## src/rtl/pipeline_hazard_ctrl.sv

```systemverilog
// Hazard/forwarding controller for a 5-stage MIPS pipeline with a mul/div hold FSM.
// Optional stall-cycle counter is built when HAZARD_PERF_CNT_EN is defined.
module pipeline_hazard_ctrl #(
  parameter int unsigned REG_AW     = 5,
  parameter int unsigned MULDIV_LAT = 4,
  parameter int unsigned CNT_W      = 16
) (
  input  logic              clk,
  input  logic              reset,
  input  logic [REG_AW-1:0] rs_D,
  input  logic [REG_AW-1:0] rt_D,
  input  logic              branch_D,
  input  logic              pc_src_D,
  input  logic [REG_AW-1:0] rs_E,
  input  logic [REG_AW-1:0] rt_E,
  input  logic [REG_AW-1:0] writereg_E,
  input  logic              regwrite_E,
  input  logic              memtoreg_E,
  input  logic              muldiv_start_E,
  input  logic [REG_AW-1:0] writereg_M,
  input  logic              regwrite_M,
  input  logic              memtoreg_M,
  input  logic [REG_AW-1:0] writereg_W,
  input  logic              regwrite_W,
  output logic              stall_F,
  output logic              stall_D,
  output logic              stall_E,
  output logic              flush_D,
  output logic              flush_E,
  output logic              flush_M,
  output logic [1:0]        forwardA_E,
  output logic [1:0]        forwardB_E,
  output logic              forwardA_D,
  output logic              forwardB_D,
  output logic              muldiv_busy,
  output logic [CNT_W-1:0]  stall_cycles
);

  localparam int unsigned CW = $clog2(MULDIV_LAT + 1);

  typedef enum logic [1:0] {MD_IDLE, MD_BUSY, MD_DONE} md_state_e;

  md_state_e     state_q;
  logic [CW-1:0] cnt_q;
  logic          md_stall, lw_stall, br_stall, stall_any;

  function automatic logic nz(input logic [REG_AW-1:0] r);
    return |r;
  endfunction

  function automatic logic [1:0] fwd_e(input logic [REG_AW-1:0] src,
                                       input logic rw_m, input logic [REG_AW-1:0] wr_m,
                                       input logic rw_w, input logic [REG_AW-1:0] wr_w);
    logic [1:0] sel;
    sel = 2'b00;
    if (rw_m && nz(src) && (src == wr_m))      sel = 2'b10;
    else if (rw_w && nz(src) && (src == wr_w)) sel = 2'b01;
    return sel;
  endfunction

  // Op is accepted from IDLE; BUSY counts down the remaining MULDIV_LAT-1 stall cycles.
  always_ff @(posedge clk) begin
    if (reset) begin
      state_q <= MD_IDLE;
      cnt_q   <= '0;
    end else begin
      case (state_q)
        MD_IDLE: if (muldiv_start_E) begin
          state_q <= MD_BUSY;
          cnt_q   <= CW'(MULDIV_LAT - 2);
        end
        MD_BUSY: if (cnt_q == '0) state_q <= MD_DONE;
                 else             cnt_q   <= cnt_q - CW'(1);
        MD_DONE: state_q <= MD_IDLE;
        default: state_q <= MD_IDLE;
      endcase
    end
  end

  always_comb begin
    md_stall = ~reset & (((state_q == MD_IDLE) & muldiv_start_E) | (state_q == MD_BUSY));
    lw_stall = ~reset & memtoreg_E & nz(writereg_E) &
               ((rs_D == writereg_E) | (rt_D == writereg_E));
    br_stall = ~reset & branch_D &
               ((regwrite_E & nz(writereg_E) & ((rs_D == writereg_E) | (rt_D == writereg_E))) |
                (memtoreg_M & nz(writereg_M) & ((rs_D == writereg_M) | (rt_D == writereg_M))));
    stall_any = md_stall | lw_stall | br_stall;
  end

  assign stall_F     = stall_any;
  assign stall_D     = stall_any;
  assign stall_E     = md_stall;
  assign flush_M     = md_stall;
  // A held E stage must keep its instruction, so no bubble while mul/div stalls.
  assign flush_E     = (lw_stall | br_stall) & ~md_stall;
  assign flush_D     = ~reset & pc_src_D & ~stall_any;
  assign muldiv_busy = (state_q != MD_IDLE);

  assign forwardA_E = fwd_e(rs_E, regwrite_M, writereg_M, regwrite_W, writereg_W);
  assign forwardB_E = fwd_e(rt_E, regwrite_M, writereg_M, regwrite_W, writereg_W);
  assign forwardA_D = regwrite_M & nz(rs_D) & (rs_D == writereg_M);
  assign forwardB_D = regwrite_M & nz(rt_D) & (rt_D == writereg_M);

`ifdef HAZARD_PERF_CNT_EN
  logic [CNT_W-1:0] stall_cycles_q, stall_cycles_d;

  always_comb begin
    stall_cycles_d = stall_cycles_q;
    if (stall_any && (stall_cycles_q != '1)) stall_cycles_d = stall_cycles_q + CNT_W'(1);
  end

  always_ff @(posedge clk) begin
    if (reset) stall_cycles_q <= '0;
    else       stall_cycles_q <= stall_cycles_d;
  end

  assign stall_cycles = stall_cycles_q;
`else
  assign stall_cycles = '0;
`endif

endmodule
```

## config.mk

```make
export PLATFORM = sky130hd
export DESIGN_NAME = pipeline_hazard_ctrl
export DESIGN_NICKNAME = d
export VERILOG_FILES = /design/src/rtl/pipeline_hazard_ctrl.sv
export SDC_FILE = /design/constraint.sdc
export NUM_CORES = 1
export LEC_CHECK = 0
export CORE_ASPECT_RATIO = 0.5
export CORE_MARGIN = 3
export CORE_UTILIZATION = 31
export DETAILED_ROUTE_END_ITERATION = 10
export GPL_TIMING_DRIVEN = 0
export MAX_ROUTING_LAYER = met4
export PLACE_DENSITY = 0.73
export SYNTH_ARGS = -nofsm -noshare
export SYNTH_HDL_FRONTEND = slang
export SYNTH_SLANG_ARGS = --single-unit
```

## constraint.sdc

```tcl
create_clock -name clk -period 3 [get_ports clk]
set_input_delay 0.6 -clock clk [delete_from_list [all_inputs] [get_ports clk]]
set_output_delay 0.6 -clock clk [all_outputs]
set_load 0.02 [all_outputs]
```

==> summary.txt <==
R2r startpoint: cnt_q[0]
Nets: 248
RD Place Congestion: 0.7337
Wire length on met1: 1.122 mm
R2R Path End: cnt_q[2]
EDFF count, synth: 0
CP arrival: 2290 ps
Initial antenna violation count: 0
First drt pass iteration count: 4
Post-route DRC: 0
Initial Utilization: 33.40%
FMAX: 345.5 MHz
Setup crit start kind: input pin
Die Wd: 87.51 um
Total GRT Usage: 14.15%
Count of cell types in the netlist: 31
Tightest Hold Check Type: reg2reg
Reg area: 100.1 um2
Status: finished, final reports clean
Cts hold-fix bufs: 0
DP Area: 1647 um2
Critical path class: in2out
H-Tree Level Count: 1
Worst EP required: 2400 ps
Clock Sinks: 5
Synth Warn #: 0
Cell depth of the worst hold path: 2
Most common cell after layout, fill and taps aside: clkdlybuf4s50_1
Post-synthesis cell area: 1030 um2
Final period util: 96.47%
Pwr per Cell Area: 255.2 nW/um2
Ports: 74
Site Rows: 14
Fin crit period: 2894 ps
Finish-stage setup viols: 0
Finished Layout Cells: 240
Sequential cell area fraction in the yosys report: 9.721%
Fin area: 1698 um2
Die span in y: 46.76 um
Total power: 0.4333 mW
Post-route antenna net violation count: 0
GR Overflow Total: 0
Hold Path End: cnt_q[2]
Number of port buffers: 51
Number of DRC markers in iteration 0: 17
Fill count: 316
RSZ-0062 raised after global routing: no
Vias in the first global route: 969
CTS clk-pin slew, worst paths: 40 ps
Final setup TNS: 0 ps
Final Hold Viols: 0
Reg2Reg Depth: 7
First-pass GRT wire length: 4.278 mm
Placed insts: 236
Inserted Diodes: 0
Main synth FF type: dfxtp_1
Met2 wire len: 1.441 mm
Setup Fix Bufs, Post-CTS: 0
Max-cap viol count: 0
Met3 WL: 281 um
Clock Skews: 0.5598 ps
Mean post-synth cell area: 7.921 um2
Highest metal used: met4
Num CTS Buffers: 3
Routed vias: 1068
Root Driver: clkbuf_8
Final WL: 2.864 mm
R2R setup slack: 1310 ps
Clk buf depth: 2
Die area: 4091 um2
Pleak: 0.7776 nW
Worst skew pair latency: 220 ps
Largest net degree at the start of global routing: 9
Syn Inst Count: 130
CP Capture Type: primary output
Final Util: 55.07%
Share of cells above drive strength 1: 19.00%
Core ar.: 3083 um2
CTS tree: yes
Critical path fanouts, max: 3
Drt wl/cell: 11.93 um
Layout area overhead: 64.88%
Post-synthesis async set-or-reset flop share: 0%
Multi-input logic area: 795.8 um2
Max-slew violations: 0
Maximum vdd drop: 0.0002119 V
HP Start: cnt_q[2]
Commonest non-fill, non-tap cells in the layout: 37 x clkdlybuf4s50_1, 26 x xnor2_1, 19 x buf_4
DPL Wire Length: 2.548 mm
Vias per Instance: 4.450
#FFs+latches synth: 5
## stage by stage
stage,hold WS (ps),setup WS [ps]
2_1_floorplan,454.9,517.5
3_3_place_gp,468.2,-341.7
3_5_place_dp,482.2,-349.9
4_1_cts,489.7,1.678
5_1_grt,526.5,24.15
6_report,487.4,105.8
## how the worst max path moves through the flow
stage,endpoint,startpoint,slack (ps),depth (start not counted)
after floorplan,stall_F,writereg_M[2],520,6
after global placement,forwardA_E[0],rs_E[1],-340,6
after detailed placement,forwardA_E[0],rs_E[1],-350,6
after CTS,forwardA_E[1],rs_E[4],2,5
after global routing,forwardB_E[0],rt_E[1],20,6
final,forwardB_E[0],rt_E[1],110,6
## flip-flops by register name, summed over array words and instances, names as in the netlist
register / count
cnt_q: 3
state_q: 2
## power by group
| part | total (mW) | switching (mW) | internal [mW] |
|---|---|---|---|
| Clock | 0.125 | 0.0338 | 0.0913 |
| Sequential | 0.0748 | 0.00276 | 0.0720 |
| Combinational | 0.233 | 0.109 | 0.125 |
## cell type report
type	instances	share of cell area, %
clock buffers	4	2.653
multi-input cells	112	46.87
plain buffers	24	10.32
flip-flops and latches	5	5.895
inverters	4	0.8843
well taps	40	2.948
repair buffers	51	30.43
## cell families after synthesis
| family | share of synthesized area, % |
|---|---|
| and+or+nand+nor | 27.46 |
| buffers and inverters | 18.47 |
| muxes | 0.9721 |
| adders and majority gates | 2.430 |
| AOI/OAI and AO/OA | 6.562 |
| other | 0.3642 |
| xor gates and xnor gates | 34.02 |
| DFF | 9.721 |
## worst max-delay path: stages
cell and delay (ps):
clkdlybuf4s50_1 480, or4_4 570, nor2_4 120, nor4_2 70, nor4_2 250, buf_2 210
## cell usage after synthesis (all sizes together) (2+ instances only)
cell    count  share of area, %
a21oi       4               1.9
nor4        4               4.9
buf        22                16
nor3        5               2.9
and3        2               1.2
nand4       4               2.4
nor2       11               5.5
clkbuf      2              0.73
nand3b      2               1.5
ha          2               2.4
inv         4               1.5
xor2       14                12
o21ai       3               1.5
nand2       2              0.73
xnor2      26                22
nor3b       2               1.5
or4         5               4.4
nand3       4               1.9
dfxtp       5               9.7
## metal layers
layer	vias up	global-route usage, %
met1	468	15.98
met5	-	-
met3	2	3.678
li1	550	-
met4	0	3.670
met2	48	25.60
## repair_timing
| item | 4_1_cts | 5_1_grt |
|---|---|---|
| pin swaps | 0 | 2 |
| gates resized for setup | 16 | 11 |
| setup endpoints to repair | 6 | 9 |
No activity file was read; power rests on OpenSTA's default activity.
